<file path="config.mk">
export PLATFORM = sky130hd
export DESIGN_NAME = fetch_unit
export DESIGN_NICKNAME = d
export VERILOG_FILES = /design/src/rtl/fetch_unit_pkg.sv /design/src/rtl/fetch_unit_branch_lut.sv /design/src/rtl/fetch_unit.sv
export SDC_FILE = /design/constraint.sdc
export NUM_CORES = 1
export LEC_CHECK = 0
export ABC_AREA = 1
export CELL_PAD_IN_SITES_DETAIL_PLACEMENT = 0
export CELL_PAD_IN_SITES_GLOBAL_PLACEMENT = 1
export CORE_MARGIN = 2
export CORE_UTILIZATION = 33
export DETAILED_ROUTE_END_ITERATION = 12
export GPL_TIMING_DRIVEN = 0
export PLACE_DENSITY = 0.87
export SLEW_MARGIN = 40
export SYNTH_ARGS = -nofsm -noshare
export SYNTH_HDL_FRONTEND = slang
export SYNTH_SLANG_ARGS = --single-unit
export TNS_END_PERCENT = 30
</file>
<file path="constraint.sdc">
create_clock -name Clk -period 1.4 [get_ports Clk]
set_input_delay 0.14 -clock Clk [delete_from_list [all_inputs] [get_ports Clk]]
set_output_delay 0.14 -clock Clk [all_outputs]
set_load 0.1 [all_outputs]
</file>
<file path="src/rtl/fetch_unit_pkg.sv">
// Shared definitions for the fetch sequencer and the instruction decoder.
package fetch_unit_pkg;

  // Sequencer states: waiting for the first Start, executing, finished.
  typedef enum logic [1:0] {
    FS_IDLE = 2'd0,
    FS_RUN  = 2'd1,
    FS_DONE = 2'd2
  } fetch_state_t;

  // PC loaded on Start unless the instance overrides it.
  localparam int DEFAULT_START_ADDR = 0;

  // Instruction word layout: the branch-target LUT index occupies the low bits.
  localparam int INSTR_W        = 9;
  localparam int TARGET_IDX_LSB = 0;
  localparam int TARGET_IDX_W   = 3;

  // Extracts the branch-target LUT index from an instruction word; the decoder
  // and the top level use this so the field position lives in one place.
  function automatic logic [TARGET_IDX_W-1:0] instr_target_idx(input logic [INSTR_W-1:0] instr);
    return instr[TARGET_IDX_LSB +: TARGET_IDX_W];
  endfunction

endpackage

</file>
<file path="src/rtl/fetch_unit_branch_lut.sv">
// Branch offset ROM: LUT_DEPTH signed PC_W-bit offsets, combinational read.
// The offset image is an elaboration-time constant; entry i sits at
// LUT_INIT[i*PC_W +: PC_W].
module fetch_unit_branch_lut #(
  parameter int PC_W      = 10,
  parameter int LUT_IDX_W = 3,
  parameter int LUT_DEPTH = 2 ** LUT_IDX_W,
  parameter logic [LUT_DEPTH*PC_W-1:0] LUT_INIT = '0
) (
  input  logic [LUT_IDX_W-1:0] idx,
  output logic [PC_W-1:0]      offset
);

  logic [PC_W-1:0] lut [LUT_DEPTH];

  // Unpack the flat image into one ROM word per entry.
  for (genvar gi = 0; gi < LUT_DEPTH; gi++) begin : g_entry
    assign lut[gi] = LUT_INIT[gi*PC_W +: PC_W];
  end

  assign offset = lut[idx];

endmodule

</file>
<file path="src/rtl/fetch_unit.sv">
// Program counter and fetch sequencer: Start/Done handshake, LUT-relative
// branches, stall/halt handling and a saturating run-cycle counter.
module fetch_unit
  import fetch_unit_pkg::*;
#(
  parameter int PC_W      = 10,
  parameter int LUT_IDX_W = 3,
  parameter logic [PC_W-1:0] START_ADDR = PC_W'(DEFAULT_START_ADDR),
  parameter int CNT_W     = 16,
  parameter logic [(2**LUT_IDX_W)*PC_W-1:0] LUT_INIT = '0
) (
  input  logic                 Clk,
  input  logic                 Reset_n,
  input  logic                 Start,
  input  logic                 branch_en,
  input  logic [LUT_IDX_W-1:0] target_idx,
  input  logic                 halt,
  input  logic                 stall,
  output logic [PC_W-1:0]      PC,
  output logic                 Running,
  output logic                 Done,
  output logic [CNT_W-1:0]     CycleCount
);

  fetch_state_t     state_q, state_d;
  logic [PC_W-1:0]  pc_q, pc_d;
  logic [CNT_W-1:0] cnt_q, cnt_d;
  logic             running_q, done_q;

  logic [PC_W-1:0]  branch_offset;
  logic [PC_W-1:0]  pc_plus_one;
  logic [PC_W-1:0]  pc_branch;
  logic [CNT_W-1:0] cnt_sat_inc;

  fetch_unit_branch_lut #(
    .PC_W      (PC_W),
    .LUT_IDX_W (LUT_IDX_W),
    .LUT_INIT  (LUT_INIT)
  ) u_branch_lut (
    .idx    (target_idx),
    .offset (branch_offset)
  );

  // Offsets are PC_W-bit two's complement, so a plain PC_W-bit add wraps both ways.
  assign pc_plus_one = pc_q + PC_W'(1);
  assign pc_branch   = pc_q + branch_offset;
  assign cnt_sat_inc = (&cnt_q) ? cnt_q : cnt_q + CNT_W'(1);

  // Next-state logic; branch/halt/stall are only looked at while running,
  // so undriven inputs outside RUN cannot disturb the PC.
  always_comb begin
    state_d = state_q;
    pc_d    = pc_q;
    cnt_d   = cnt_q;
    unique case (state_q)
      FS_IDLE, FS_DONE: begin
        if (Start) begin
          state_d = FS_RUN;
          pc_d    = START_ADDR;
          cnt_d   = '0;
        end
      end
      FS_RUN: begin
        if (Start) begin
          // Restart wins over everything, including a simultaneous halt.
          pc_d  = START_ADDR;
          cnt_d = '0;
        end else begin
          cnt_d = cnt_sat_inc;
          if (stall) begin
            pc_d = pc_q;
          end else if (halt) begin
            state_d = FS_DONE;
          end else if (branch_en) begin
            pc_d = pc_branch;
          end else begin
            pc_d = pc_plus_one;
          end
        end
      end
      default: begin
        state_d = FS_IDLE;
      end
    endcase
  end

  // State, PC, counter and the decoded status flags, all registered.
  always_ff @(posedge Clk or negedge Reset_n) begin
    if (!Reset_n) begin
      state_q   <= FS_IDLE;
      pc_q      <= '0;
      cnt_q     <= '0;
      running_q <= 1'b0;
      done_q    <= 1'b0;
    end else begin
      state_q   <= state_d;
      pc_q      <= pc_d;
      cnt_q     <= cnt_d;
      running_q <= (state_d == FS_RUN);
      done_q    <= (state_d == FS_DONE);
    end
  end

  assign PC         = pc_q;
  assign Running    = running_q;
  assign Done       = done_q;
  assign CycleCount = cnt_q;

endmodule

</file>
==> results.sh <==
export IMPL_overflow=0
export IMPL_die_h_um=77.3
export IMPL_core_area_sq_um=5140
export IMPL_cts_root_buffer="clkbuf_8"
export IMPL_yosysWarnings=0
export IMPL_relSlewSlack=0.678
export IMPL_setup_violations=16
export IMPL_grt_most_used_layer="met2"
export IMPL_critPathBufInv=2
export IMPL_start_util=0.345
export IMPL_grt_pass1_vias=1564
export IMPL_hold_class="input port to async pin"
export IMPL_die_area_sq_um=5970
export IMPL_cts_buffers_inserted=5
export IMPL_synth_edf_count=0
export IMPL_r2r_end="CycleCount[9]"
export IMPL_clockBufferDepth=2
export IMPL_drt_pass1_iter_count=4
export IMPL_ff2ff_setup_slack_ns=-0.16
export IMPL_finalHoldViolations=0
export IMPL_ff2ff_path_depth=11
export IMPL_max_stage_delay_ns=0.49
export IMPL_peakVddDrop_mv=0.809
export IMPL_crit_slowest_cell="dfrtp_4"
export IMPL_reg2reg_from="CycleCount[0]"
export IMPL_syn_area_sq_um=1770
export IMPL_hpwl_um=3150
export IMPL_postLayoutCellArea_sq_um=2440
export IMPL_crit_arrival_ns=1.74
export IMPL_switching_share=0.450
export IMPL_synth_ff_type="dfrtp_1"
export IMPL_p_seq_frac=0.296
export IMPL_cts_tree="built"
export IMPL_maxSlewViolCount=0
export IMPL_fin_crit_sh=1.11
export IMPL_status="complete, but fails checks"
export IMPL_yosysSeqAreaShare=0.424
export IMPL_drive_gt1_frac=0.376
export IMPL_antenna_found_initial=0
export IMPL_grt_start_max_net_pins=21
export IMPL_async_reset_ff_frac=1.00
export IMPL_p_leak_nw=1.16
export IMPL_grt_first_pass_wirelength_um=7610
export IMPL_met2_usage=0.256
export IMPL_internal_power_mw=1.98
export IMPL_power_total_mw=3.59
export IMPL_n_antenna_cell=0
export IMPL_violations="negative setup slack"
export IMPL_timing_fmax_ghz=0.642
export IMPL_multiInputGateArea_sq_um=967
export IMPL_critPathKind="flip-flop to flip-flop"
export IMPL_synthCells=243
export IMPL_drv_cap=0
export IMPL_path_max_fanout=5
export IMPL_min_period_ns=1.56
export IMPL_met1_usage=0.216
export IMPL_drt_vias_per_instance=4.76
export IMPL_synth_avg_cell_area_sq_um=7.29
export IMPL_synth_fp_nets=254
export IMPL_fill_cells=526
export IMPL_rsz0062_at_grt="true"
export IMPL_clk_pin_slew_ns=0.07
export IMPL_syn2layout_area_growth_pct=38.0
export IMPL_rows=26
export IMPL_clkSinkCount=30
export IMPL_routed_wl_um=4510
export IMPL_crit_path_start_kind="flip-flop"
export IMPL_skew_ns=0.00745
export IMPL_io_buffers=33
export IMPL_place_congestion=0.789
export IMPL_fp_dieW_um=77.3
export IMPL_nets=308
export IMPL_worst_slew_pin_slew_ns=0.486
export IMPL_synth_seq_cells=30
export IMPL_p_sw_mw=1.62
export IMPL_pwr_share_clk=0.212
export IMPL_power_frac_comb=0.492
export IMPL_grtUsageTotal=0.162
export IMPL_h_tree_depth=2
export IMPL_dpl_cell_area_sq_um=2130
export IMPL_num_vias=1750
export IMPL_worstSkewPairLatency_ns=0.29
export IMPL_crit_family="simple AND/OR/NAND/NOR gates"
export IMPL_critical_path_most_common_cell="nand2_4"
export IMPL_ant_nets=0
export IMPL_drt_initial_drc_count=97
export IMPL_wl_per_cell_um=12.2
export IMPL_cp_end_kind="flip-flop"
export IMPL_power_per_cell_area_nw_per_um2=1470
export IMPL_pin_count=37
export IMPL_cp_data_required_time_ns=1.58
export IMPL_drc=0
export IMPL_gr_usage_met3=0.0329
export IMPL_crit_chain="ha_4 > nand2_4 > nor2_4 > nand2_4 > nor2_4 > nand2_2 > nand2_4 > buf_6 > clkbuf_16 > nand3_1 > nand2_1"
export IMPL_yosysUniqueCellTypes=25
export IMPL_fin_ws_ns=-0.156
export IMPL_register_area_sq_um=783
[how the worst max path moves through the flow]
stage	start	end	slack, ns	cells after the start
3_3_place_gp	Reset_n	CycleCount[1]	-0.66	1
3_5_place_dp	Start	PC[6]	-0.33	8
4_1_cts	CycleCount[0]	CycleCount[3]	-0.19	11
6_report	CycleCount[0]	CycleCount[9]	-0.16	11
5_1_grt	CycleCount[0]	CycleCount[3]	-0.23	11
2_1_floorplan	CycleCount[0]	CycleCount[3]	-0.35	11
[per-stage QoR]
step	hold WS, ns	worst slack (ns)	utilization	setup TNS (ns)	std cells
2_1_floorplan	-0.156	-0.347	-	-6.08	243
6_report	0.273	-0.156	0.476	-1.92	368
4_1_cts	0.270	-0.188	0.457	-2.43	365
5_1_grt	0.297	-0.227	0.476	-3.24	368
3_3_place_gp	0.496	-0.663	0.436	-30.33	346
3_5_place_dp	0.0532	-0.335	0.414	-6.83	347
[worst register-to-register path: stages (launching register included)]
cell and delay [ns]:
dfrtp_4 0.49, ha_4 0.18, nand2_4 0.07, nor2_4 0.05, nand2_4 0.08, nor2_4 0.04, nand2_2 0.07, nand2_4 0.07
buf_6 0.14, clkbuf_16 0.15, nand3_1 0.06, nand2_1 0.06
[logic make-up (layout without fill, tap and decap cells)]
family | count (synthesis) | after routing | share of synthesized area
flops | 30 | 30 | 0.424
simple gates | 151 | 151 | 0.391
compound gates | 28 | 28 | 0.0918
buf+inv | 31 | 86 | 0.0741
xor+xnor | 1 | 1 | 0.00494
fa+ha+maj | 2 | 2 | 0.0141
[timing repair]
item                       4_1_cts  5_1_grt
hold endpoints to repair        10        0
pin swaps                        4        4
resized for setup               11       15
hold buffers                     1        0
gates cloned                     1        1
buffers inserted                 8        2
setup endpoints to repair       23       27
[routing by layer]
metal	up-vias	wire length (um)
li1	891	-
met1	808	2140
met2	42	2070
met3	9	204
met4	0	97
met5	-	0
[synth_stat cells (2+ instances only)]
library cell | count | area [sq um]
nand2_1 | 68 | 255
nor2_1 | 35 | 131
dfrtp_1 | 30 | 751
nand3_1 | 25 | 125
inv_1 | 20 | 75.1
a21oi_1 | 9 | 45.0
o21ai_1 | 8 | 40.0
inv_2 | 7 | 26.3
nand2_2 | 6 | 37.5
nand3_2 | 6 | 60.1
nor3_1 | 4 | 20.0
o21ai_0 | 4 | 20.0
nor2_4 | 3 | 33.8
o21ai_2 | 3 | 26.3
buf_4 | 2 | 15.0
ha_1 | 2 | 25.0
nand4_1 | 2 | 12.5
o31ai_1 | 2 | 15.0
[state kept, by name, indices dropped and copies added, names as in the netlist]
register / flops
Done: 1
CycleCount: 16
PC: 10
Running: 1
state_q: 2
[cells in the final DEF (no fill, tap or decap), drive strengths merged]
| cell type | instances |
|---|---|
| a21oi | 9 |
| and3 | 1 |
| buf | 44 |
| clkbuf | 8 |
| clkdlybuf4s50 | 4 |
| clkinv | 1 |
| clkinvlp | 1 |
| dfrtp | 30 |
| dlygate4sd3 | 1 |
| ha | 2 |
| inv | 27 |
| nand2 | 75 |
| nand3 | 31 |
| nand4 | 2 |
| nor2 | 38 |
| nor3 | 4 |
| o21a | 1 |
| o21ai | 15 |
| o221ai | 1 |
| o31ai | 2 |
| xor2 | 1 |
[power groups by stage]
stage	Sequential, mW	Clock [mW]	Combinational, mW
finish	1.06	0.761	1.77
floorplan	1.55	0	0.561
global route	1.08	0.825	1.87
detailed placement	1.08	0	1.32
global placement	1.08	0	1.37
CTS	1.05	0.782	1.63
[final cells by class]
| cell class | instances | share of cell area |
|---|---|---|
| buffer | 4 | 0.0210 |
| clock buffer | 6 | 0.0338 |
| clock inverter | 2 | 0.00512 |
| inverter | 27 | 0.0415 |
| multi-input combinational | 182 | 0.396 |
| sequential | 30 | 0.320 |
| tap | 70 | 0.0358 |
| timing repair buffer | 47 | 0.147 |
No activity file was read; power rests on OpenSTA's default activity.
